`config.mk`:
```
export PLATFORM = sky130hd
export DESIGN_NAME = sprite_fetch_arbiter
export DESIGN_NICKNAME = d
export VERILOG_FILES = /design/src/rtl/sprite_fetch_arbiter.sv
export SDC_FILE = /design/constraint.sdc
export NUM_CORES = 1
export LEC_CHECK = 0
export BUFFER_PORTS_ARGS = -buffer_cell sky130_fd_sc_hd__clkbuf_2
export CORE_ASPECT_RATIO = 1.1
export CORE_MARGIN = 3
export CORE_UTILIZATION = 40
export DETAILED_ROUTE_END_ITERATION = 8
export PLACE_DENSITY = 0.78
export SLEW_MARGIN = 0
export SYNTH_ARGS = -nofsm -noshare
export SYNTH_HDL_FRONTEND = slang
export SYNTH_SLANG_ARGS = --single-unit
```
`constraint.sdc`:
```
create_clock -name Clk -period 5.3 [get_ports Clk]
set_clock_uncertainty 0.1 [all_clocks]
set_input_delay 0.265 -clock Clk [delete_from_list [all_inputs] [get_ports Clk]]
set_output_delay 0.265 -clock Clk [all_outputs]
set_load 0.03 [all_outputs]
```
`src/rtl/sprite_fetch_arbiter.sv`:
```
`default_nettype none
// ============================================================================
//  Module   : sprite_fetch_arbiter
//  Purpose  : Shares the single sprite-ROM read port between the user
//             back-sprite row fetcher and the wild front-sprite row fetcher.
//             A granted request becomes a burst of sequential ROM reads.
//             Returned bytes are streamed out tagged with their owner.
//             The block also keeps the animation frame counter.
//  Ports    : Clk, Reset_n (async, active-low), frame_tick
//             u_req/u_addr/u_len/u_id -> u_ack   (user requester)
//             w_req/w_addr/w_len/w_id -> w_ack   (wild requester)
//             rom_addr, rom_sel, rom_phase -> ROM;  rom_data <- ROM (1-cycle)
//             out_valid, out_data, out_owner, out_last, busy
//  Config   : `define SPRITE_ANIM_EN builds the 5-bit frame counter.
//             rom_phase is then latched from counter[4] at each grant.
//             Without it, rom_phase is held at 0 (frame 1 only).
//  Revision : 1.0  initial release
// ============================================================================
module sprite_fetch_arbiter #(
    parameter int SPRITE_BYTES = 9216,
    parameter int ROW_MAX      = 96
) (
    input  logic        Clk,
    input  logic        Reset_n,
    input  logic        frame_tick,
    input  logic        u_req,
    input  logic [13:0] u_addr,
    input  logic [6:0]  u_len,
    input  logic [4:0]  u_id,
    output logic        u_ack,
    input  logic        w_req,
    input  logic [13:0] w_addr,
    input  logic [6:0]  w_len,
    input  logic [4:0]  w_id,
    output logic        w_ack,
    output logic [13:0] rom_addr,
    output logic [4:0]  rom_sel,
    output logic        rom_phase,
    input  logic [7:0]  rom_data,
    output logic        out_valid,
    output logic [7:0]  out_data,
    output logic        out_owner,
    output logic        out_last,
    output logic        busy
);

    localparam logic [13:0] c_depth     = 14'(SPRITE_BYTES);
    localparam logic [13:0] c_last_addr = 14'(SPRITE_BYTES - 1);
    localparam logic [6:0]  c_row_max   = 7'(ROW_MAX);

    typedef enum logic [0:0] {
        S_IDLE  = 1'b0,
        S_BURST = 1'b1
    } state_t;

    state_t      r_state;
    logic [6:0]  r_remain;     // addresses still to issue after the current one
    logic        r_rr_wild;    // 1: wild wins the next tie
    logic        r_iss_valid;  // tag travelling with rom_addr
    logic        r_iss_owner;
    logic        r_iss_last;
    logic        r_p1_valid;   // tag aligned with rom_data
    logic        r_p1_owner;
    logic        r_p1_last;

    logic        w_cur_phase;
    logic        w_last_issue;
    logic        w_can_arb;
    logic        w_u_live;
    logic        w_w_live;
    logic        w_grant;
    logic        w_grant_wild;
    logic [13:0] w_sel_addr;
    logic [6:0]  w_sel_len;
    logic [4:0]  w_sel_id;
    logic [6:0]  w_len_eff;
    logic [13:0] w_start_addr;
    logic [13:0] w_next_addr;

    // ------------------------------------------------------------------
    // Animation phase source
    // ------------------------------------------------------------------
`ifdef SPRITE_ANIM_EN
    logic [4:0] r_frame_cnt;

    always_ff @(posedge Clk or negedge Reset_n) begin
        if (!Reset_n) begin
            r_frame_cnt <= 5'd0;
        end else if (frame_tick) begin
            r_frame_cnt <= r_frame_cnt + 5'd1;
        end
    end

    // 16 video frames per animation frame
    assign w_cur_phase = r_frame_cnt[4];
`else
    logic w_unused_tick;
    assign w_unused_tick = frame_tick;
    assign w_cur_phase   = 1'b0;
`endif

    // ------------------------------------------------------------------
    // Arbitration
    // ------------------------------------------------------------------
    // The last issue cycle of a burst also arbitrates, so a waiting
    // requester gets its first address with no bubble.
    assign w_last_issue = (r_state == S_BURST) && (r_remain == 7'd0);
    assign w_can_arb    = (r_state == S_IDLE) || w_last_issue;

    // A requester still sees its req high during its own ack cycle; that
    // request has already been taken and must not be granted again.
    assign w_u_live     = u_req & ~u_ack;
    assign w_w_live     = w_req & ~w_ack;
    assign w_grant      = w_can_arb & (w_u_live | w_w_live);
    assign w_grant_wild = w_w_live & (~w_u_live | r_rr_wild);

    assign w_sel_addr = w_grant_wild ? w_addr : u_addr;
    assign w_sel_len  = w_grant_wild ? w_len  : u_len;
    assign w_sel_id   = w_grant_wild ? w_id   : u_id;

    assign w_len_eff = (w_sel_len == 7'd0)      ? 7'd1      :
                       (w_sel_len > c_row_max)  ? c_row_max : w_sel_len;

    // Fold an out-of-range start address back into the sprite so rom_addr
    // never leaves 0..SPRITE_BYTES-1.
    assign w_start_addr = (w_sel_addr >= c_depth) ? (w_sel_addr - c_depth) : w_sel_addr;
    assign w_next_addr  = (rom_addr == c_last_addr) ? 14'd0 : (rom_addr + 14'd1);

    assign busy = (r_state == S_BURST);

    // ------------------------------------------------------------------
    // Control FSM, address generator and return tag pipeline
    // ------------------------------------------------------------------
    always_ff @(posedge Clk or negedge Reset_n) begin
        if (!Reset_n) begin
            r_state     <= S_IDLE;
            r_remain    <= 7'd0;
            r_rr_wild   <= 1'b0;
            u_ack       <= 1'b0;
            w_ack       <= 1'b0;
            rom_addr    <= 14'd0;
            rom_sel     <= 5'd0;
            rom_phase   <= 1'b0;
            r_iss_valid <= 1'b0;
            r_iss_owner <= 1'b0;
            r_iss_last  <= 1'b0;
            r_p1_valid  <= 1'b0;
            r_p1_owner  <= 1'b0;
            r_p1_last   <= 1'b0;
            out_valid   <= 1'b0;
            out_data    <= 8'd0;
            out_owner   <= 1'b0;
            out_last    <= 1'b0;
        end else begin
            u_ack <= 1'b0;
            w_ack <= 1'b0;

            if (w_grant) begin
                u_ack       <= ~w_grant_wild;
                w_ack       <= w_grant_wild;
                rom_addr    <= w_start_addr;
                rom_sel     <= w_sel_id;
                rom_phase   <= w_cur_phase;
                r_remain    <= w_len_eff - 7'd1;
                r_rr_wild   <= ~w_grant_wild;
                r_state     <= S_BURST;
                r_iss_valid <= 1'b1;
                r_iss_owner <= w_grant_wild;
                r_iss_last  <= (w_len_eff == 7'd1);
            end else if ((r_state == S_BURST) && !w_last_issue) begin
                rom_addr    <= w_next_addr;
                r_remain    <= r_remain - 7'd1;
                r_iss_valid <= 1'b1;
                r_iss_last  <= (r_remain == 7'd1);
            end else begin
                r_state     <= S_IDLE;
                r_iss_valid <= 1'b0;
                r_iss_last  <= 1'b0;
            end

            // Tags follow the ROM's one-cycle latency, then register with data
            r_p1_valid <= r_iss_valid;
            r_p1_owner <= r_iss_owner;
            r_p1_last  <= r_iss_valid & r_iss_last;

            out_valid  <= r_p1_valid;
            out_owner  <= r_p1_owner;
            out_last   <= r_p1_valid & r_p1_last;
            out_data   <= rom_data;
        end
    end

endmodule
`default_nettype wire
```
After elaboration in Yosys (flattened, before gate mapping)
Cells that the tools add are included.
Cells by class
  shift-type cells: 0
  magnitude comparators: 2
  equal/unequal tests: 4
  bitwise logic cells: 13
  divide/modulo/power cells: 0
  $mul: 0
  reduce and logical (&&, ||, !) cells: 7
  mux-type cells: 19
  add/subtract/negate cells: 4
Operators with widths (count)
  $mux W14: 5
  $mux W7: 5
  $add A14 B1 Y14 const B: 1
  $eq A14 B14 Y1 const B: 1
  $eq A7 B1 Y1 const B: 2
  $ge A14 B14 Y1 const B: 1
  $logic_not A7 Y1: 2
  $sub A14 B14 Y14 const B: 1
  $sub A7 B1 Y7 const B: 2
  $mux W1: 8
  $gt A7 B7 Y1 const B: 1
  $and A1 B1 Y1: 6
  $mux W5: 1
  $not A1 Y1: 5
  $logic_and A1 B1 Y1: 2
  $ne A2 B2 Y1 const B: 1
  $or A1 B1 Y1: 2
  $reduce_bool A2 Y1: 1
  $logic_not A1 Y1: 1
  $logic_or A1 B1 Y1: 1
Storage, ports and cells
  bits in writable memories: 0
  bits in read-only memories: 0
  input bits: 65
  output and inout port bits: 34
  bits in registers: 47
  bits in latches: 0
  memories: 0
  word-level logic and storage cells: 66

Depth between registers and ports, before layout
Gate-level depths: netlist of run 1.
  depth in word-level cells: 11
  mapped depth: 12
  depth with buffers taken out: 11

Worst setup path before layout of run 1
Ideal clock, no wire load.
  kind: register -> register
  start point: reg u_ack
  end point: reg rom_addr[13]
  buffers on the path: 1
  data required time: 5.074 ns
  data arrival time: 2.711 ns
  cell stages (with the launch flop): 12
  slack: 2.363 ns
  period minus slack after synthesis: 2.937 ns
  cells stage by stage: dfrtp_1 -> or3b_4 -> nand2_4 -> buf_8 -> mux2i_1 -> ha_1 -> nor4b_1 -> nand3_1 -> nor2_1 -> a211oi_1 -> o311a_1 -> a221o_1
On the way
  word-level cells in the longest chain between the ends: 9
  elaborated cells on any way between the ends: 13
  classes of those cells: 1 x add/sub; 1 x order compare; 3 x mux; 7 x bitwise; 1 x reduce/logical
Ends and longest elaborated chain
  start: declaration: line 30  | output logic u_ack,
  start signal: assignment: line 159  | u_ack <= ~w_grant_wild;
  $not A1 Y1 *: line 112  | assign w_u_live = u_req & ~u_ack;
  $and A1 B1 Y1 *: line 112
  $not A1 Y1: line 115  | assign w_grant_wild = w_w_live & (~w_u_live | r_rr_wild);
  $or A1 B1 Y1: line 115
  $and A1 B1 Y1: line 115
  $mux W14: line 117  | assign w_sel_addr = w_grant_wild ? w_addr : u_addr;
  $sub A14 B14 Y14 / $ge A14 B14 Y1 (equally long branches): line 126  | assign w_start_addr = (w_sel_addr >= c_depth) ? (w_sel_addr - c_depth) : w_sel_addr;
  $mux W14: line 126
  $mux W14: line 158  | if (w_grant) begin
  end signal: assignment: line 161  | rom_addr <= w_start_addr;
  end signal: assignment: line 171  | rom_addr <= w_next_addr;
  end: declaration: line 36  | output logic [13:0] rom_addr,
Mark *: on every way between the ends. The rest lies on a longest branch, timed or not.
A chain may end at the register's enable or synchronous reset.

Worst setup path in the final report of run 1
Same ends and word-level chain as after synthesis.

==> flow_metrics.env, run 1 <==
export IMPL_outcome="finished clean"
export IMPL_cts_tree="done"
export IMPL_firstDrtPassIters=5
export IMPL_cp_required_ps=5380
export IMPL_grt_pass1_wl_mm=13.94
export IMPL_ff2ff_setup_slack_ps=2010
export IMPL_crit_slowest_cell="dfrtp_1"
export IMPL_cts_buffers=5
export IMPL_die_height_um=97.01
export IMPL_ys_async_sr_fraction_pct=100.0
export IMPL_gp_congestion=0.8547
export IMPL_synth_distinct_cells=68
export IMPL_crit_chain="or3b_4 > nand2_4 > mux2i_1 > ha_1 > nor4b_1 > nand3_1 > nor2_1 > a211oi_1 > o311a_1 > a221o_1"
export IMPL_die_area_sq_mm=0.008607
export IMPL_tns_ps=0
export IMPL_syn_num_nets=411
export IMPL_power_frac_comb_pct=46.5
export IMPL_dp_final_hpwl_mm=6.154
export IMPL_cts_root_buffer="clkbuf_8"
export IMPL_io_buffer_count=96
export IMPL_antenna_cells=0
export IMPL_min_period_over_period_pct=62.14
export IMPL_fillers=687
export IMPL_syn_cell_area_sq_mm=0.003012
export IMPL_internal_power_uw=849.9
export IMPL_start_util_pct=42.02
export IMPL_htreeDepth=2
export IMPL_critPathArrivalTime_ps=3380
export IMPL_setup_viol=0
export IMPL_final_antenna_net_count=0
export IMPL_sequentialPowerShare_pct=39.6
export IMPL_syn_area_per_cell_sq_um=8.910
export IMPL_crit_type="reg -> reg"
export IMPL_drt_initial_drc_count=226
export IMPL_p_switching_uw=691.5
export IMPL_io_pin_count=99
export IMPL_yosysTopAreaCell="dfrtp_1"
export IMPL_synth_top_cell_area_share_pct=39.05
export IMPL_antenna_found_initial=0
export IMPL_final_hold_viol_count=0
export IMPL_rsz0062_at_grt="no"
export IMPL_nets=513
export IMPL_slew_viol_final=0
export IMPL_cp_max_fo=30
export IMPL_core_sq_mm=0.007167
export IMPL_placed_cell_area_sq_mm=0.003533
export IMPL_area_growth_syn_to_layout_pct=23.22
export IMPL_synthTopCellsByCount="50 x nand2_1, 47 x dfrtp_1, 32 x nor2_1, 15 x a21oi_1, 14 x o21ai_0"
export IMPL_yosys_top_cells_area="dfrtp_1 39%, nand2_1 6.2%, nor2_1 4.0%"
export IMPL_gr_total_overflow=0
export IMPL_fmax_ghz=0.3036
export IMPL_postCtsSetupRepairBufs=0
export IMPL_hold_class="in -> reg"
export IMPL_insertion_delay_ps=300
export IMPL_drc=0
export IMPL_grt_pass1_vias=2938
export IMPL_cts_sinks=47
export IMPL_synthFlopType="dfrtp_1"
export IMPL_slowest_delay_ps=430
export IMPL_track_usage_pct=19.78
export IMPL_cp_end_kind="flip-flop"
export IMPL_clk_path_buf_depth=2
export IMPL_post_drt_wl_per_cell_um=15.55
export IMPL_synth_most_common_cell="nand2_1"
export IMPL_rows=32
export IMPL_worst_pin_slew_ps=801.6
export IMPL_irDropWorstVdd_mv=0.1163
export IMPL_ys_ff_latch=47
export IMPL_ys_warnings_count=0
export IMPL_final_area_sq_mm=0.003711
export IMPL_num_vias=2980
export IMPL_via_per_inst=5.676
export IMPL_clk_pin_slew_ps=80
export IMPL_ys_seq_area_share_pct=39.05
export IMPL_synth_edf_count=0
export IMPL_power_density_mw_per_mm2=415.3
export IMPL_synthCells=338
export IMPL_cp_start_kind="flip-flop"
export IMPL_cts_resized_gates=0
export IMPL_swShare_pct=44.86
export IMPL_clockPowerShare_pct=13.9
export IMPL_die_w_um=88.73
export IMPL_slew_limit_headroom_pct=46.43
export IMPL_routed_wl_mm=8.166
export IMPL_maxCapViolations=0
export IMPL_fin_crit_ps=3294
export IMPL_p_leak_uw=0.001744
export IMPL_drive_gt1_share_pct=29.32
export IMPL_grt_max_degree=48
state kept, by name, summed over array words and instances, names as in the netlist:
signal,cells
r_p1_owner,1
w_ack,1
r_p1_last,1
r_remain,7
busy,1
u_ack,1
r_iss_last,1
rom_sel,5
r_iss_valid,1
r_iss_owner,1
r_rr_wild,1
rom_addr,14
out_valid,1
out_owner,1
out_data,8
out_last,1
r_p1_valid,1
critical path: cells and delay by family, from the launching register on:
| family | cells | cell delay, ps |
|---|---|---|
| compound gates | 3 | 700 |
| flops | 1 | 430 |
| fa+ha+maj | 1 | 220 |
| simple gates | 5 | 1380 |
| mux | 1 | 350 |
repair_timing:
item | in CTS | in global routing
hold buffers | 9 | 0
endpoints found under the hold margin | 55 | 0
endpoints found under the setup margin | 0 | 0
final timing paths:
kind                             from            to  cells past startpoint
max                             u_ack  rom_addr[13]                     10
min                           u_id[3]    rom_sel[3]                      3
max reg2reg                     u_ack  rom_addr[13]                     10
min reg2reg                r_p1_owner     out_owner                      0
max in group asynchronous     Reset_n   rom_addr[7]                      3
min in group asynchronous     Reset_n   rom_addr[5]                      3
cell usage in the layout (no fill, tap or decap), types with 6 or more instances in the layout:
cell / netlist / routed
a311oi_1: 6 / 6
mux2i_1: 10 / 10
ha_1: 8 / 8
o21ai_0: 14 / 14
nand2_1: 50 / 50
nand3_1: 13 / 13
a21oi_1: 15 / 15
clkbuf_2: 0 / 96
dlygate4sd3_1: 0 / 9
inv_1: 12 / 12
dfrtp_1: 47 / 47
a31oi_1: 11 / 11
nor3_1: 12 / 12
a21o_1: 6 / 6
nor2_1: 32 / 32
clkbuf_8: 0 / 6
layout make-up:
class / count / area [sq um] / share of cell area (%)
timing repair buffer: 107 / 585.6 / 15.78
tap: 85 / 106.4 / 2.866
inverter: 13 / 48.80 / 1.315
clock buffer: 6 / 82.58 / 2.225
sequential: 47 / 1176 / 31.69
clock inverter: 1 / 5.005 / 0.1349
multi-input combinational: 266 / 1707 / 45.99
per-stage QoR:
stage | total power [uW] | hold slack, ps | std cells | util (%) | setup slack (ps)
after floorplan | 1117 | -130.6 | 338 | - | 2363
after global routing | 1663 | 89.78 | 525 | 51.78 | 1699
final | 1541 | 91.15 | 525 | 51.78 | 2006
after global placement | 1301 | 236.5 | 509 | 49.30 | 2101
after CTS | 1549 | 87.16 | 525 | 51.78 | 2018
after detailed placement | 1327 | 237.0 | 509 | 49.30 | 2044
per-layer routing:
| layer | global-route usage (%) | up-vias | routed length (um) |
|---|---|---|---|
| met5 | 0 | - | 0 |
| met4 | 5.698 | 0 | 123 |
| met3 | 2.555 | 11 | 398 |
| met2 | 32.11 | 100 | 4081 |
| met1 | 27.19 | 1427 | 3563 |
| li1 | - | 1442 | - |
power groups by stage:
stage	Clock [uW]	Combinational [uW]	Sequential, uW
6_report	215	716	611
5_1_grt	240	792	632
4_1_cts	223	719	607
3_5_place_dp	0	712	615
3_3_place_gp	0	694	607
2_1_floorplan	0	372	745
kinds of logic after synthesis:
logic type	synth area share, %
AOI/OAI and AO/OA	22.06
xor gates and xnor gates	1.745
adders and majority gates	3.324
buffers and inverters	4.278
DFF	39.05
muxes	4.072
other	0.1245
and+or+nand+nor	25.34
Power figures use the tool's default switching activity.
==> run 2, diff against run 1 <==
==> constraint.sdc (replaced) <==
create_clock -name Clk -period 3.25 [get_ports Clk]
set_clock_uncertainty 0.1 [all_clocks]
set_input_delay 0.1625 -clock Clk [delete_from_list [all_inputs] [get_ports Clk]]
set_output_delay 0.1625 -clock Clk [all_outputs]
set_load 0.03 [all_outputs]
==> run 2 against run 1 <==
Against the previous run:
- sequential power up 63%
- count of clock-buffer cells in the layout shrank 1
- register-to-register slack worse by 1800 ps
- highest routed layer unchanged
- via count up 1.7%
- critical endpoint unchanged
- combinational power grew 72%
- design area up 3.8%
- final cell count is 2.3% higher
- largest cell class unchanged
==> flow_metrics.env, run 2 (synthesized netlist as in run 1, its figures left out) <==
export IMPL_cts_root_buffer="clkbuf_8"
export IMPL_cts_sinks=47
export IMPL_slew_viol_final=0
export IMPL_clk_pin_slew_ps=90
export IMPL_drc=0
export IMPL_area_growth_syn_to_layout_pct=27.88
export IMPL_drive_gt1_share_pct=29.20
export IMPL_placed_cell_area_sq_mm=0.003548
export IMPL_cp_max_fo=16
export IMPL_sequentialPowerShare_pct=37.7
export IMPL_htreeDepth=2
export IMPL_min_period_over_period_pct=92.51
export IMPL_postCtsSetupRepairBufs=0
export IMPL_cp_start_kind="flip-flop"
export IMPL_setup_viol=0
export IMPL_p_switching_uw=1156
export IMPL_drt_initial_drc_count=172
export IMPL_clockPowerShare_pct=15.7
export IMPL_irDropWorstVdd_mv=0.2280
export IMPL_ff2ff_setup_slack_ps=240
export IMPL_gr_total_overflow=0
export IMPL_antenna_cells=0
export IMPL_worst_pin_slew_ps=840.8
export IMPL_min_path_cells=4
export IMPL_final_util_pct=53.74
export IMPL_maxCapViolations=0
export IMPL_cts_tree="done"
export IMPL_max_flop_register="rom_addr"
export IMPL_swShare_pct=43.63
export IMPL_firstDrtPassIters=5
export IMPL_final_hold_viol_count=0
export IMPL_crit_type="reg -> reg"
export IMPL_rows=32
export IMPL_insertion_delay_ps=300
export IMPL_fmax_ghz=0.3326
export IMPL_crit_slowest_cell="dfrtp_1"
export IMPL_via_per_inst=5.644
export IMPL_crit_buf_inv=0
export IMPL_critPathTopFamily="simple AND/OR/NAND/NOR gates"
export IMPL_io_buffer_count=96
export IMPL_fin_crit_ps=3006
export IMPL_power_density_mw_per_mm2=688.0
export IMPL_cp_depth=9
export IMPL_grt_pass1_vias=2981
export IMPL_grt_pass1_wl_mm=14.17
export IMPL_io_pin_count=99
export IMPL_final_area_sq_mm=0.003851
export IMPL_core_sq_mm=0.007167
export IMPL_crit_chain="or3b_4 > nand2_4 > mux2i_1 > ha_1 > nor4b_1 > and3_1 > a211oi_1 > o311a_1 > a221o_1"
export IMPL_tns_ps=0
export IMPL_cp_required_ps=3330
export IMPL_hold_class="in -> reg"
export IMPL_post_drt_wl_per_cell_um=15.68
export IMPL_cts_buffers=5
export IMPL_die_area_sq_mm=0.008607
export IMPL_die_w_um=88.73
export IMPL_reg_largest_list="rom_addr: 14 flops, out_data: 8 flops, r_remain: 7 flops"
export IMPL_track_usage_pct=20.36
export IMPL_outcome="finished clean"
export IMPL_routed_wl_mm=8.419
export IMPL_largest_register_ffs=14
export IMPL_final_antenna_net_count=0
export IMPL_antenna_found_initial=0
export IMPL_slowest_delay_ps=440
export IMPL_slew_limit_headroom_pct=43.95
export IMPL_num_vias=3031
export IMPL_gp_congestion=0.9023
export IMPL_internal_power_uw=1494
export IMPL_clk_path_buf_depth=2
export IMPL_p_leak_uw=0.001798
export IMPL_layout_commonest_cell="clkbuf_2"
export IMPL_start_util_pct=42.02
export IMPL_nets=525
export IMPL_critPathArrivalTime_ps=3090
export IMPL_grt_max_degree=34
export IMPL_dp_final_hpwl_mm=6.222
export IMPL_ff2ff_path_depth=9
export IMPL_mostFrequentLayoutCells="96 x clkbuf_2, 50 x nand2_1, 47 x dfrtp_1, 32 x nor2_1, 19 x dlygate4sd3_1"
export IMPL_timing_hold_ws_ps=118.2
export IMPL_die_height_um=97.01
export IMPL_power_frac_comb_pct=46.6
export IMPL_power_uw=2649
export IMPL_cp_end_kind="flip-flop"
export IMPL_rsz0062_at_grt="no"
==> run 2: cell types whose count changed in the layout (fill, tap and decap cells not counted), sizes merged <==
cell         change
buf              +2
clkbuf           -1
dlygate4sd3     +10
clkinv           -1
clkinvlp         +1
bufinv           +1
==> run 2: power groups by stage <==
stage,Sequential (uW),Combinational (uW),Clock [uW]
floorplan,1210,607,0
global placement,995,1140,0
detailed placement,1000,1160,0
CTS,989,1230,429
global route,1030,1360,450
finish,998,1230,417
==> run 2: worst register-to-register path, delay by kind of cell (launching register included) <==
kind	cells	cell delay (ps)
simple gates	4	1150
compound gates	3	660
flops	1	440
mux	1	330
fa+ha+maj	1	210
==> run 2: cell type report <==
| type | instances | area [sq um] |
|---|---|---|
| inverter | 13 | 48.80 |
| timing repair buffer | 119 | 700.7 |
| clock inverter | 2 | 37.54 |
| multi-input combinational | 266 | 1713 |
| tap | 85 | 106.4 |
| clock buffer | 5 | 68.82 |
| sequential | 47 | 1176 |
| fill | 676 | 3316 |
==> run 2: timing repair <==
action / CTS / global route
endpoints found under the hold margin: 45 / 0
resized for setup: 0 / 1
hold buffers: 19 / 0
endpoints found under the setup margin: 0 / 2
==> run 2: worst paths after layout <==
check / start / end
min: w_addr[2] / rom_addr[2]
min reg2reg: r_p1_owner / out_owner
min in group asynchronous: Reset_n / rom_addr[2]
max reg2reg: u_ack / rom_addr[13]
max in group asynchronous: Reset_n / out_data[7]
max: u_ack / rom_addr[13]
==> run 2: metrics by stage <==
step / worst slack (ps) / instances
floorplan: 312.9 / 338
global placement: 286.1 / 511
detailed placement: 162.7 / 511
CTS: 143.4 / 537
global route: 30.31 / 537
finish: 243.6 / 537
==> run 2: per-layer routing <==
layer | up-vias | routed length (um) | part of all wire, % | GRT usage, %
met3 | 12 | 542 | 6.4 | 3.748
met2 | 121 | 4119 | 49 | 33.14
li1 | 1467 | - | - | -
met5 | - | 0 | 0 | 0
met1 | 1431 | 3613 | 43 | 27.05
met4 | 0 | 144 | 1.7 | 6.163
